### src/rtl/bcd_decoder_pkg.sv
// Shared types and decode helpers for the registered N-of-M line decoder.
// Latency: combinational helpers only; no state.
// Backpressure: n/a.
package bcd_decoder_pkg;

  typedef enum logic [1:0] {
    IDLE,
    STREAM,
    DRAIN,
    SCAN
  } state_t;

  localparam logic [7:0] ERR_CNT_MAX = 8'hFF;

  // Widest select the helpers accept. Selects are zero-extended one bit past
  // this so an out-of-range value can never alias onto a legal line index.
  localparam int MAX_SEL_W = 16;
  typedef logic [MAX_SEL_W:0] sel_ext_t;

  // Level of line k for a given select. An out-of-range select matches no
  // line, so every line comes back inactive.
  function automatic logic decode_line(input sel_ext_t sel, input int k,
                                       input logic active_low);
    logic hit;
    hit = (int'(sel) == k);
    return active_low ? ~hit : hit;
  endfunction

  // Error flag that travels with a decoded beat.
  function automatic logic sel_oob(input sel_ext_t sel, input int n_out);
    return int'(sel) >= n_out;
  endfunction

endpackage

### src/rtl/bcd_decoder_scan_skid_buf.sv
// 2-entry valid/ready skid buffer for decoded beats. Outputs come from the head register.
// Latency: a beat pushed into an empty buffer is presented one cycle after acceptance.
// Backpressure: in_rdy is registered and drops only when both entries are full.
//   The buffer refuses new beats while in_en is low and keeps draining what it holds.
module dec_skid_buf #(
  parameter int              W        = 11,
  parameter logic [W-1:0]    IDLE_DAT = '0
) (
  input  logic         clk,
  input  logic         rst_n,
  input  logic         in_en,
  input  logic         in_vld,
  output logic         in_rdy,
  input  logic [W-1:0] in_dat,
  output logic         out_vld,
  input  logic         out_rdy,
  output logic [W-1:0] out_dat,
  output logic         empty
);

  logic         h_vld_q, h_vld_n;
  logic         t_vld_q, t_vld_n;
  logic [W-1:0] h_dat_q, h_dat_n;
  logic [W-1:0] t_dat_q, t_dat_n;
  logic         in_rdy_q, in_rdy_n;
  logic         push, pop;

  assign push = in_vld & in_rdy_q;
  assign pop  = h_vld_q & out_rdy;

  // Next head/tail contents. The tail is only ever valid while the head is,
  // so occupancy is h_vld + t_vld. A drained head falls back to IDLE_DAT so
  // the lines read inactive whenever nothing is being presented.
  always_comb begin
    h_vld_n = h_vld_q;
    t_vld_n = t_vld_q;
    h_dat_n = h_dat_q;
    t_dat_n = t_dat_q;
    if (pop) begin
      if (t_vld_q) begin
        h_dat_n = t_dat_q;
        if (push) begin
          t_dat_n = in_dat;
        end else begin
          t_vld_n = 1'b0;
        end
      end else if (push) begin
        h_dat_n = in_dat;
      end else begin
        h_vld_n = 1'b0;
        h_dat_n = IDLE_DAT;
      end
    end else if (push) begin
      if (!h_vld_q) begin
        h_vld_n = 1'b1;
        h_dat_n = in_dat;
      end else begin
        t_vld_n = 1'b1;
        t_dat_n = in_dat;
      end
    end
    in_rdy_n = in_en && !(h_vld_n && t_vld_n);
  end

  // Entry registers and the registered ready.
  always_ff @(posedge clk or negedge rst_n) begin
    if (!rst_n) begin
      h_vld_q  <= 1'b0;
      t_vld_q  <= 1'b0;
      h_dat_q  <= IDLE_DAT;
      t_dat_q  <= IDLE_DAT;
      in_rdy_q <= 1'b0;
    end else begin
      h_vld_q  <= h_vld_n;
      t_vld_q  <= t_vld_n;
      h_dat_q  <= h_dat_n;
      t_dat_q  <= t_dat_n;
      in_rdy_q <= in_rdy_n;
    end
  end

  assign in_rdy  = in_rdy_q;
  assign out_vld = h_vld_q;
  assign out_dat = h_dat_q;
  assign empty   = ~h_vld_q;

endmodule

### src/rtl/bcd_decoder_scan.sv
// Registered select -> one-hot line decoder with a handshaked STREAM path and a self-timed SCAN strobe.
// Latency: STREAM beat out 1 cycle after acceptance into an empty buffer; SCAN holds each line dwell+1 cycles.
// Backpressure: in_ready registered (buffer not full, STREAM only); out_ready low holds the current beat/line.
module bcd_decoder_scan
  import bcd_decoder_pkg::*;
#(
  parameter int SEL_W      = 4,
  parameter int N_OUT      = 10,
  parameter bit ACTIVE_LOW = 1'b1,
  parameter int DWELL_W    = 8
) (
  input  logic               clk,
  input  logic               rst_n,
  input  logic               mode,
  input  logic [DWELL_W-1:0] dwell,
  input  logic               in_valid,
  output logic               in_ready,
  input  logic [SEL_W-1:0]   in_sel,
  output logic               out_valid,
  input  logic               out_ready,
  output logic [N_OUT-1:0]   out_lines,
  output logic               out_err,
  output logic [7:0]         err_cnt
);

  localparam logic [N_OUT-1:0]   LINES_OFF = {N_OUT{ACTIVE_LOW}};
  localparam logic [SEL_W-1:0]   IDX_ONE   = SEL_W'(1);
  localparam logic [DWELL_W-1:0] DWELL_ONE = DWELL_W'(1);

  state_t state_q, state_n;

  // Stream path signals
  logic             buf_in_en;
  logic             buf_rdy;
  logic             buf_vld;
  logic             buf_empty;
  logic [N_OUT:0]   buf_dat;
  logic [N_OUT-1:0] in_lines;
  logic             in_oob;
  logic             push;

  // Scan path state
  logic [SEL_W-1:0]   scan_idx_q, scan_idx_n;
  logic [DWELL_W-1:0] dwell_cnt_q, dwell_cnt_n;
  logic               scan_vld_q, scan_vld_n;
  logic [N_OUT-1:0]   scan_lines_q, scan_lines_n;
  logic               scan_hs;

  logic [7:0] err_cnt_q;

  assign push    = in_valid & buf_rdy;
  assign scan_hs = (state_q == SCAN) && scan_vld_q && out_ready;

  // Mode sequencing. Leaving STREAM goes through DRAIN so buffered beats are
  // delivered first; leaving SCAN waits until no strobe is left pending.
  always_comb begin
    state_n = state_q;
    unique case (state_q)
      IDLE:    state_n = mode ? SCAN : STREAM;
      STREAM:  if (mode) state_n = DRAIN;
      DRAIN:   if (buf_empty) state_n = SCAN;
      SCAN:    if (!mode && (!scan_vld_q || out_ready)) state_n = IDLE;
      default: state_n = IDLE;
    endcase
  end

  // FSM state register.
  always_ff @(posedge clk or negedge rst_n) begin
    if (!rst_n) begin
      state_q <= IDLE;
    end else begin
      state_q <= state_n;
    end
  end

  // Decode the incoming select once, at acceptance; the buffer stores lines.
  always_comb begin
    in_lines = LINES_OFF;
    for (int k = 0; k < N_OUT; k++) begin
      in_lines[k] = decode_line(sel_ext_t'(in_sel), k, ACTIVE_LOW);
    end
    in_oob = sel_oob(sel_ext_t'(in_sel), N_OUT);
  end

  // Ready for the next cycle is only granted if we will still be streaming.
  assign buf_in_en = (state_n == STREAM);

  dec_skid_buf #(
    .W        (N_OUT + 1),
    .IDLE_DAT ({1'b0, LINES_OFF})
  ) u_skid (
    .clk     (clk),
    .rst_n   (rst_n),
    .in_en   (buf_in_en),
    .in_vld  (in_valid),
    .in_rdy  (buf_rdy),
    .in_dat  ({in_oob, in_lines}),
    .out_vld (buf_vld),
    .out_rdy (out_ready),
    .out_dat (buf_dat),
    .empty   (buf_empty)
  );

  // Scan index/dwell next-state. Entering SCAN restarts at line 0 with a fresh
  // dwell; each accepted strobe advances (wrapping at N_OUT-1) and reloads the
  // dwell from the live input. Lines are decoded from the next index so they
  // change on the same edge as the index.
  always_comb begin
    scan_idx_n   = scan_idx_q;
    dwell_cnt_n  = dwell_cnt_q;
    scan_lines_n = LINES_OFF;
    if (state_n != SCAN) begin
      scan_idx_n  = '0;
      dwell_cnt_n = '0;
    end else if (state_q != SCAN) begin
      scan_idx_n  = '0;
      dwell_cnt_n = dwell;
    end else if (scan_hs) begin
      scan_idx_n  = (int'(scan_idx_q) == N_OUT - 1) ? '0 : scan_idx_q + IDX_ONE;
      dwell_cnt_n = dwell;
    end else if (dwell_cnt_q != '0) begin
      dwell_cnt_n = dwell_cnt_q - DWELL_ONE;
    end
    scan_vld_n = (state_n == SCAN) && (dwell_cnt_n == '0);
    if (state_n == SCAN) begin
      for (int k = 0; k < N_OUT; k++) begin
        scan_lines_n[k] = decode_line(sel_ext_t'(scan_idx_n), k, ACTIVE_LOW);
      end
    end
  end

  // Scan registers.
  always_ff @(posedge clk or negedge rst_n) begin
    if (!rst_n) begin
      scan_idx_q   <= '0;
      dwell_cnt_q  <= '0;
      scan_vld_q   <= 1'b0;
      scan_lines_q <= LINES_OFF;
    end else begin
      scan_idx_q   <= scan_idx_n;
      dwell_cnt_q  <= dwell_cnt_n;
      scan_vld_q   <= scan_vld_n;
      scan_lines_q <= scan_lines_n;
    end
  end

  // Saturating count of out-of-range beats taken from the input.
  always_ff @(posedge clk or negedge rst_n) begin
    if (!rst_n) begin
      err_cnt_q <= '0;
    end else if (push && in_oob && (err_cnt_q != ERR_CNT_MAX)) begin
      err_cnt_q <= err_cnt_q + 8'd1;
    end
  end

  // The buffer is empty whenever SCAN is active, so the mux only picks which
  // register bank drives the pins.
  assign in_ready  = buf_rdy;
  assign out_valid = (state_q == SCAN) ? scan_vld_q   : buf_vld;
  assign out_lines = (state_q == SCAN) ? scan_lines_q : buf_dat[N_OUT-1:0];
  assign out_err   = (state_q == SCAN) ? 1'b0         : buf_dat[N_OUT];
  assign err_cnt   = err_cnt_q;

endmodule

### config.mk
export PLATFORM = sky130hd
export DESIGN_NAME = bcd_decoder_scan
export DESIGN_NICKNAME = d
export VERILOG_FILES = /design/src/rtl/bcd_decoder_pkg.sv /design/src/rtl/bcd_decoder_scan_skid_buf.sv /design/src/rtl/bcd_decoder_scan.sv
export SDC_FILE = /design/constraint.sdc
export NUM_CORES = 1
export LEC_CHECK = 0
export CAP_MARGIN = 20
export CORE_UTILIZATION = 25
export DETAILED_ROUTE_END_ITERATION = 16
export GPL_TIMING_DRIVEN = 0
export PLACE_DENSITY_LB_ADDON = 0.2
export SYNTH_ARGS = -nofsm -noshare
export SYNTH_HDL_FRONTEND = slang
export SYNTH_HIERARCHICAL = 1
export SYNTH_SLANG_ARGS = --single-unit
export TNS_END_PERCENT = 100
### constraint.sdc
create_clock -name clk -period 2.85 [get_ports clk]
set_input_delay 0.285 -clock clk [delete_from_list [all_inputs] [get_ports clk]]
set_output_delay 0.285 -clock clk [all_outputs]
set_load 0.01 [all_outputs]
======== Yosys cells after proc, flatten, opt, wreduce, memory -nomap -nowiden ========
Index checks and enable logic that the tools add are counted.
word-level totals
  register bits after elaboration ......... 58
  bits of input ports ..................... 17
  output and inout bits ................... 21
cells by class
  add/sub/neg operators ................... 3
  magnitude comparators ................... 1
  equal/unequal tests ..................... 30
  muxes and demuxes ....................... 36
  bitwise logic cells ..................... 22
  reduce and logical (&&, ||, !) cells .... 21
operators by type and width
  operator                                              count
  2-to-1 mux 11 bit                                     10
  equality test 4 bit (second input constant)           13
  2-to-1 mux 8 bit                                      4
  2-to-1 mux 10 bit                                     2
  NOT 1 bit                                             20
  equality test 4 x 3 -> 1 bit (second input constant)  4
  2-to-1 mux 4 bit                                      4
  2-to-1 mux 1 bit                                      11
  adder 8 x 1 -> 8 bit (second input constant)          1
  equality test 4 x 2 -> 1 bit (second input constant)  2
  logical AND 1 bit                                     8
  logical NOT 4 bit                                     2
  logical NOT 8 bit                                     1
  2-to-1 mux 2 bit                                      4
  != test 2 bit (second input constant)                 4
  != test 8 bit (second input constant)                 1
  one-hot mux 2 bit (4 select lines)                    1
  nonzero test 8 bit                                    1
  subtractor 8 x 1 -> 8 bit (second input constant)     1
  equality test 2 bit (second input constant)           3
  adder 4 x 1 -> 4 bit (second input constant)          1
  equality test 2 x 1 -> 1 bit (second input constant)  2
  >= comparator 4 bit (second input constant)           1
  AND reduction 4 bit                                   1
  other kinds (7)                                       11

======== Logic depth before layout (Yosys ltp) ========
Gate-level depths: netlist of the first run.
  word-level depth ........................ 10
  mapped depth ............................ 8
  depth with buffers taken out ............ 8

======== Cells and area by module ========
The synthesis of the first run kept the hierarchy.
modules (own cells, without submodules)
  module            instances  cells each  area each (sq um)  sequential area each (sq um)
  bcd_decoder_scan  1          211         1853.0             838.3
  dec_skid_buf      1          106         1267.5             650.6

======== Least setup slack after synthesis of the first run ========
No wires, ideal clock.
  path kind ............................... flip-flop to flip-flop
  start point ............................. reg err_cnt_q[0], in the netlist err_cnt[0]
  end point ............................... reg err_cnt_q[7], in the netlist err_cnt[7]
  library setup time ...................... 128 ps
  arrival time ............................ 1924 ps
  data required time ...................... 2722 ps
  path slack .............................. 798 ps
  stages on the path, launching flop included .. 8
  path buffers ............................ 0
  path through ............................ dfrtp_1 -> ha_1 -> and3_1 -> and3_1 -> a311oi_4 -> and4_1 -> nand3_1 -> xnor2_1
between the ends
  word-level cells in the longest chain between the ends .. 2
ends and longest elaborated chain
  what                                                                          RTL line                 text
  start, declared                                                               bcd_decoder_scan.sv:49   logic [7:0] err_cnt_q;
  start signal, assigned                                                        bcd_decoder_scan.sv:152  err_cnt_q <= err_cnt_q + 8'd1;
  parallel branches: the longest is 2 deep, another holds adder 8 x 1 -> 8 bit  -
Parallel ways; which one is timed is not known.
A chain may end at the register's enable or synchronous reset.

======== Worst setup path in the final report of the first run ========
  start point ............................. reg state_q[1]
  end point ............................... out out_lines[7]
between the ends
  word-level cells in the longest chain between the ends .. 2
ends and longest elaborated chain
  what                    RTL line                 text
  start, declared         bcd_decoder_scan.sv:30   state_t state_q, state_n;
  start signal, assigned  bcd_decoder_scan.sv:72   state_q <= state_n;
  equality test 2 bit     bcd_decoder_scan.sv:160  assign out_lines = (state_q == SCAN) ? scan_lines_q : buf_dat[N_OUT-1:0];
  2-to-1 mux 10 bit       bcd_decoder_scan.sv:160
  end, declared           bcd_decoder_scan.sv:21   output logic [N_OUT-1:0] out_lines,
No other way between the ends.

==> flow_metrics.env, run 1 <==
export IMPL_status="complete, no violations"
export IMPL_syn_cell_area_um2=3120
export IMPL_crit_top_cell="nand2_1"
export IMPL_seqCellArea_um2=1489
export IMPL_cts_tree="yes"
export IMPL_ys_warn_count=6
export IMPL_cp_cell_sequence="and2_1 -> buf_2 -> clkbuf_1 -> nand2_1 -> nand2_1 -> clkdlybuf4s50_1"
export IMPL_fillers=1301
export IMPL_netlist_area_leader_share_pct=25.26
export IMPL_required_ps=2570
export IMPL_routed_wl_um=7063
export IMPL_cpLargestDelayFamily="buffers and inverters"
export IMPL_drt_first_pass_iters=4
export IMPL_synth_common_cells="nand2_1, dfstp_2, nor2_1"
export IMPL_slew_viol_final=0
export IMPL_synth_largest_area_cell="dfstp_2"
export IMPL_worst_path_max_delay_cell="clkdlybuf4s50_1"
export IMPL_skew_ps=3.430
export IMPL_rsz0062_at_grt="no"
export IMPL_hp_class="in -> async"
export IMPL_grtUsageTotal_pct=12.12
export IMPL_io_pins=38
export IMPL_crit_path_start_kind="flop"
export IMPL_insertion_delay_ps=320
export IMPL_ys_ff_latch=58
export IMPL_final_cells=540
export IMPL_drt_iter0_markers=111
export IMPL_dieWidth_um=113.7
export IMPL_synth_most_common_cell="nand2_1"
export IMPL_endpoint_kind="primary output"
export IMPL_finalCritPeriodShare_pct=87.93
export IMPL_maxSlewHeadroom_pct=60.94
export IMPL_syn_avg_cell_area_um2=9.844
export IMPL_total_power_w=0.004045
export IMPL_antenna_found_initial=0
export IMPL_fin_util_pct=33.01
export IMPL_dp_hpwl_um=5314
export IMPL_hold_viol=0
export IMPL_initial_core_util_pct=25.76
export IMPL_antenna_cells=0
export IMPL_grt_pass1_vias=2501
export IMPL_clk_path_buf_depth=2
export IMPL_synthArstFlopShare_pct=100.0
export IMPL_layout_nets=387
export IMPL_multi_input_area_um2=1516
export IMPL_cts_root_buffer="clkbuf_16"
export IMPL_cts_sinks=58
export IMPL_worstPathArrival_ps=2220
export IMPL_critPathMaxFanout=10
export IMPL_final_antenna_net_count=0
export IMPL_critPathBufInv=3
export IMPL_placed_area_um2=3716
export IMPL_gp_congestion=0.7803
export IMPL_fp_row_count=40
export IMPL_tightest_slew_ps=579.7
export IMPL_max_stage_delay_ps=530
export IMPL_postLayoutCellArea_um2=3998
export IMPL_area_delta_synth_final_pct=28.11
export IMPL_vias_per_cell=4.404
export IMPL_drc=0
export IMPL_vias=2378
export IMPL_power_density_nw_per_um2=1012
export IMPL_ys_types=48
export IMPL_cts_clk_slew_worst_paths_ps=50
export IMPL_place_inst=523
export IMPL_cts_resized=0
export IMPL_grt_first_pass_wirelength_um=12220
export IMPL_h_tree_depth=3
export IMPL_drv_cap=0
export IMPL_port_buffer_count=37
export IMPL_reg2reg_slack_ps=700
export IMPL_grt_ovfl_total=0
export IMPL_fp_dieH_um=113.7
export IMPL_crit_type="reg -> out"
export IMPL_synth_area_leaders="dfstp_2, dfrtp_1, nand2_1"
export IMPL_drive_above_1_share_pct=22.85
export IMPL_die_area_um2=12930
export IMPL_numCtsBuffers=9
export IMPL_p_leak_nw=1.667
export IMPL_finalSetupViolCount=0
export IMPL_synthesis_nets=337
export IMPL_ir_drop_mv=0.3124
export IMPL_synthCells=317
export IMPL_core_area_um2=12110
export IMPL_synth_edf_count=0
export IMPL_clock_fmax_ghz=0.3991
export IMPL_min_period_ps=2506
export IMPL_wire_per_inst_um=13.08
export IMPL_tns_ps=0
export IMPL_grt_max_degree=40
export IMPL_ys_flop_type="dfstp_2"
export IMPL_ys_seq_area_share_pct=47.71
where the power goes:
part | switching (W) | internal [W] | total [W] | leakage (nW)
combinational | 0.000850 | 0.000841 | 0.00169 | 0.849
sequential | 0.000185 | 0.00119 | 0.00138 | 0.683
clock | 0.000371 | 0.000606 | 0.000977 | 0.136
total | 0.00141 | 0.00264 | 0.00404 | 1.67
state kept, by name, indices dropped and copies added (netlist names):
signal	flops
err_cnt	8
scan_idx_q	4
u_skid/t_dat_q	11
state_q	2
u_skid/out_vld	1
dwell_cnt_q	8
u_skid/in_rdy	1
u_skid/t_vld_q	1
scan_lines_q	10
u_skid/out_dat	11
scan_vld_q	1
metal layers:
layer,track usage [%],share of wire [%],vias to the layer above,wire [um]
li1,-,-,1202,-
met1,14.69,46,1131,3255
met2,20.53,49,33,3455
met3,2.232,3.0,12,213
met4,6.316,2.0,0,138
met5,0,0,-,0
metrics by stage:
stage                     setup WS (ps)  hold WS (ps)
after floorplan                   798.0        -10.59
after global placement           -405.5         472.8
after detailed placement          273.9         274.2
after CTS                         313.5         468.7
after global routing              197.8         514.4
final                             344.1         453.5
worst reg2reg max path, stage by stage, from the launching register on:
cell and delay [ps]:
dfrtp_1 410, ha_1 220, and3_1 190, and3_1 210, a311oi_4 460, and4_1 300
nand3_1 100, xnor2_1 130
layout by cell type (no fill, tap or decap), types with 2 or more instances in the layout:
cell type / synthesis / final
o31ai_2: 10 / 10
clkbuf_16: 0 / 9
o31a_1: 2 / 2
o31ai_1: 2 / 2
a22oi_1: 2 / 2
xor2_1: 5 / 5
buf_4: 2 / 2
nor3_1: 7 / 7
nor2_1: 29 / 29
nor2b_1: 9 / 9
inv_1: 7 / 7
xnor2_1: 8 / 8
a31oi_1: 2 / 2
nor3b_1: 2 / 2
a21oi_1: 15 / 15
dfrtp_1: 28 / 28
buf_6: 3 / 3
buf_2: 5 / 6
nand2_1: 60 / 60
nand2b_1: 3 / 3
o21ai_0: 9 / 9
dfstp_2: 30 / 30
clkinv_2: 0 / 3
nand3b_1: 3 / 3
nand3_1: 22 / 22
clkbuf_1: 4 / 5
ha_1: 3 / 3
and2_1: 7 / 7
a21boi_0: 3 / 3
mux2_4: 10 / 10
and3_1: 4 / 4
nand4_1: 3 / 3
clkdlybuf4s50_1: 0 / 36
cell families (layout without fill, tap and decap cells):
family          Yosys count  in the layout  synth area share (%)
simple gates            155            155                 24.06
flops                    58             58                 47.71
compound gates           54             54                 13.83
buf+inv                  21             76                 3.689
xor+xnor                 13             13                 3.649
mux                      13             13                 5.854
fa+ha+maj                 3              3                 1.203
what timing repair did:
action | CTS | global route
hold buffers | 1 | 0
endpoints found under the hold margin | 9 | 0
buffers inserted | 0 | 0
endpoints found under the setup margin | 0 | 0
path summary, 6_finish.rpt:
check,cells after the start,start,endpoint
setup / recovery,6,state_q[1],out_lines[7]
hold / removal,2,rst_n,err_cnt[3]
setup reg to reg,7,err_cnt[0],err_cnt[7]
hold reg to reg,1,u_skid/t_dat_q[10],u_skid/t_dat_q[10]
max in group asynchronous,3,rst_n,scan_lines_q[9]
min in group clk,1,u_skid/t_dat_q[10],u_skid/t_dat_q[10]
layout make-up:
cell class	count	share of cell area (%)
Buffer	14	2.222
Clock buffer	11	6.072
Clock inverter	5	0.7199
Inverter	7	0.6573
Multi-Input combinational cell	238	37.93
Sequential cell	58	37.25
Tap cell	168	5.258
Timing Repair Buffer	39	9.890
(Power assumes the default switching activity.)
==> run 2: changes to the inputs <==
--- a/config.mk
+++ b/config.mk
@@ -6,6 +6,7 @@
 export NUM_CORES = 1
 export LEC_CHECK = 0
 export CAP_MARGIN = 20
+export CORE_ASPECT_RATIO = 1.5
 export CORE_UTILIZATION = 25
 export DETAILED_ROUTE_END_ITERATION = 16
 export GPL_TIMING_DRIVEN = 0
==> run 2 against run 1 <==
Via count decreased by 0.97%. Power decreased by 0.91%. Worst hold slack improved by 33 ps. Clock skew increased by 2.2 ps. Sequential cell count unchanged. Clock power decreased by 2%. Cell count decreased by 2.8%. Design area decreased by 0.63%. Critical endpoint is now out_lines[3]. Largest cell class unchanged. Largest power group unchanged.
==> flow_metrics.env, run 2 (same netlist as run 1, synthesis figures left out) <==
export IMPL_status="complete, no violations"
export IMPL_layout_nets=387
export IMPL_endpoint="out_lines[3]"
export IMPL_cpLargestDelayFamily="buffers and inverters"
export IMPL_seq_power_share_pct=34.1
export IMPL_area_delta_synth_final_pct=27.31
export IMPL_critPathMaxFanout=10
export IMPL_vias=2355
export IMPL_cp_cell_sequence="and2_1 -> buf_2 -> clkbuf_1 -> nand2_1 -> nand2_1 -> clkdlybuf4s50_1"
export IMPL_tns_ps=0
export IMPL_fin_util_pct=32.89
export IMPL_fp_dieH_um=138.8
export IMPL_p_leak_nw=1.665
export IMPL_hp_class="reg -> reg"
export IMPL_r2r_cells=7
export IMPL_worst_path_max_delay_cell="clkdlybuf4s50_1"
export IMPL_max_stage_delay_ps=540
export IMPL_hold_viol=0
export IMPL_switchingPower_w=0.001368
export IMPL_critPathBufInv=3
export IMPL_grt_first_pass_wirelength_um=12210
export IMPL_finalSetupViolCount=0
export IMPL_drt_first_pass_iters=5
export IMPL_fillers=1287
export IMPL_crit_path_start_kind="flop"
export IMPL_crit_type="reg -> out"
export IMPL_seqCellArea_um2=1489
export IMPL_drc=0
export IMPL_r2r_start="err_cnt[0]"
export IMPL_io_pins=38
export IMPL_multi_input_area_um2=1516
export IMPL_cts_sinks=58
export IMPL_antenna_found_initial=0
export IMPL_drt_iter0_markers=44
export IMPL_reg2reg_slack_ps=700
export IMPL_gp_congestion=0.7747
export IMPL_wire_per_inst_um=13.74
export IMPL_cts_clk_slew_worst_paths_ps=50
export IMPL_numCtsBuffers=9
export IMPL_slew_viol_final=0
export IMPL_skew_ps=5.616
export IMPL_clockPowerShare_pct=24.0
export IMPL_routed_wl_um=7214
export IMPL_rsz0062_at_grt="no"
export IMPL_insertion_delay_ps=320
export IMPL_core_area_um2=12080
export IMPL_cts_tree="yes"
export IMPL_clk_path_buf_depth=2
export IMPL_tightest_slew_ps=598.0
export IMPL_min_period_ps=2503
export IMPL_maxSlewHeadroom_pct=60.13
export IMPL_whs_ps=486.6
export IMPL_initial_core_util_pct=25.84
export IMPL_netSwitchingFraction_pct=34.14
export IMPL_ir_drop_mv=0.3887
export IMPL_dieWidth_um=93.22
export IMPL_cts_root_buffer="clkbuf_16"
export IMPL_fp_row_count=49
export IMPL_final_common_cell="nand2_1"
export IMPL_timing_rr_end="err_cnt[7]"
export IMPL_finalCritPeriodShare_pct=87.81
export IMPL_dp_hpwl_um=5509
export IMPL_h_tree_depth=3
export IMPL_drive_above_1_share_pct=22.31
export IMPL_endpoint_kind="primary output"
export IMPL_antenna_cells=0
export IMPL_crit_top_cell="nand2_1"
export IMPL_grtUsageTotal_pct=12.09
export IMPL_grt_ovfl_total=0
export IMPL_port_buffer_count=37
export IMPL_power_density_nw_per_um2=1009
export IMPL_worstPathArrival_ps=2220
export IMPL_die_area_um2=12940
export IMPL_critical_path_depth=6
export IMPL_p_int_w=0.002639
export IMPL_layout_common_cells="nand2_1, clkdlybuf4s50_1, dfstp_2"
export IMPL_clock_fmax_ghz=0.3996
export IMPL_required_ps=2570
export IMPL_final_antenna_net_count=0
export IMPL_drv_cap=0
export IMPL_grt_pass1_vias=2476
export IMPL_vias_per_cell=4.486
export IMPL_crit_start="state_q[1]"
export IMPL_power_frac_comb_pct=41.9
export IMPL_grt_max_degree=36
-- run 2: how the worst min path moves through the flow --
stage / from / endpoint / cells after the start
after floorplan: rst_n / dwell_cnt_q[0] / 0
after global placement: u_skid/t_dat_q[10] / u_skid/t_dat_q[10] / 1
after detailed placement: rst_n / u_skid/t_dat_q[10] / 1
after CTS: u_skid/t_dat_q[10] / u_skid/t_dat_q[10] / 1
after global routing: u_skid/out_dat[5] / u_skid/out_dat[5] / 2
final: u_skid/t_dat_q[10] / u_skid/t_dat_q[10] / 1
-- run 2: cell type report --
| cell class | count | area share, % |
|---|---|---|
| clock inverters | 3 | 0.3780 |
| flip-flops and latches | 58 | 37.48 |
| clock buffers | 13 | 6.299 |
| inverters | 7 | 0.6614 |
| repair buffers | 39 | 9.953 |
| plain buffers | 14 | 2.236 |
| well taps | 153 | 4.819 |
| multi-input cells | 238 | 38.17 |
-- run 2: metal layers --
layer / vias to the layer above / part of all wire, % / track usage, %
li1: 1195 / - / -
met1: 1113 / 42 / 13.62
met2: 42 / 54 / 21.40
met3: 5 / 3.3 / 3.015
met4: 0 / 1.4 / 4.858
met5: - / 0 / 0
-- run 2: timing repair --
action	in CTS	in global routing
hold buffers	1	0
hold endpoints to repair	7	0
gates resized for setup	0	0
buffers inserted	0	0
-- run 2: worst register-to-register path, cell delays in order (launching register included) --
cell	delay [ps]
dfrtp_1	410
ha_1	220
and3_1	200
and3_1	220
a311oi_4	450
and4_1	300
nand3_1	100
xnor2_1	130
-- run 2: power by group through the flow --
stage | Combinational, W | Sequential, W | Clock [W]
after detailed placement | 0.00170 | 0.00138 | 0
after floorplan | 0.00114 | 0.00135 | 0
after CTS | 0.00171 | 0.00137 | 0.000991
final | 0.00168 | 0.00137 | 0.000961
after global placement | 0.00169 | 0.00138 | 0
after global routing | 0.00187 | 0.00141 | 0.00103
-- run 2: stage by stage --
stage	cell area [um^2]	instances	worst slack [ps]	total power (W)
finish	3973	525	347.3	0.004008
global placement	3682	507	-490.7	0.003071
detailed placement	3697	508	261.2	0.003085
CTS	3973	525	297.8	0.004074
global route	3973	525	195.4	0.004309
floorplan	3120	317	798.0	0.002481
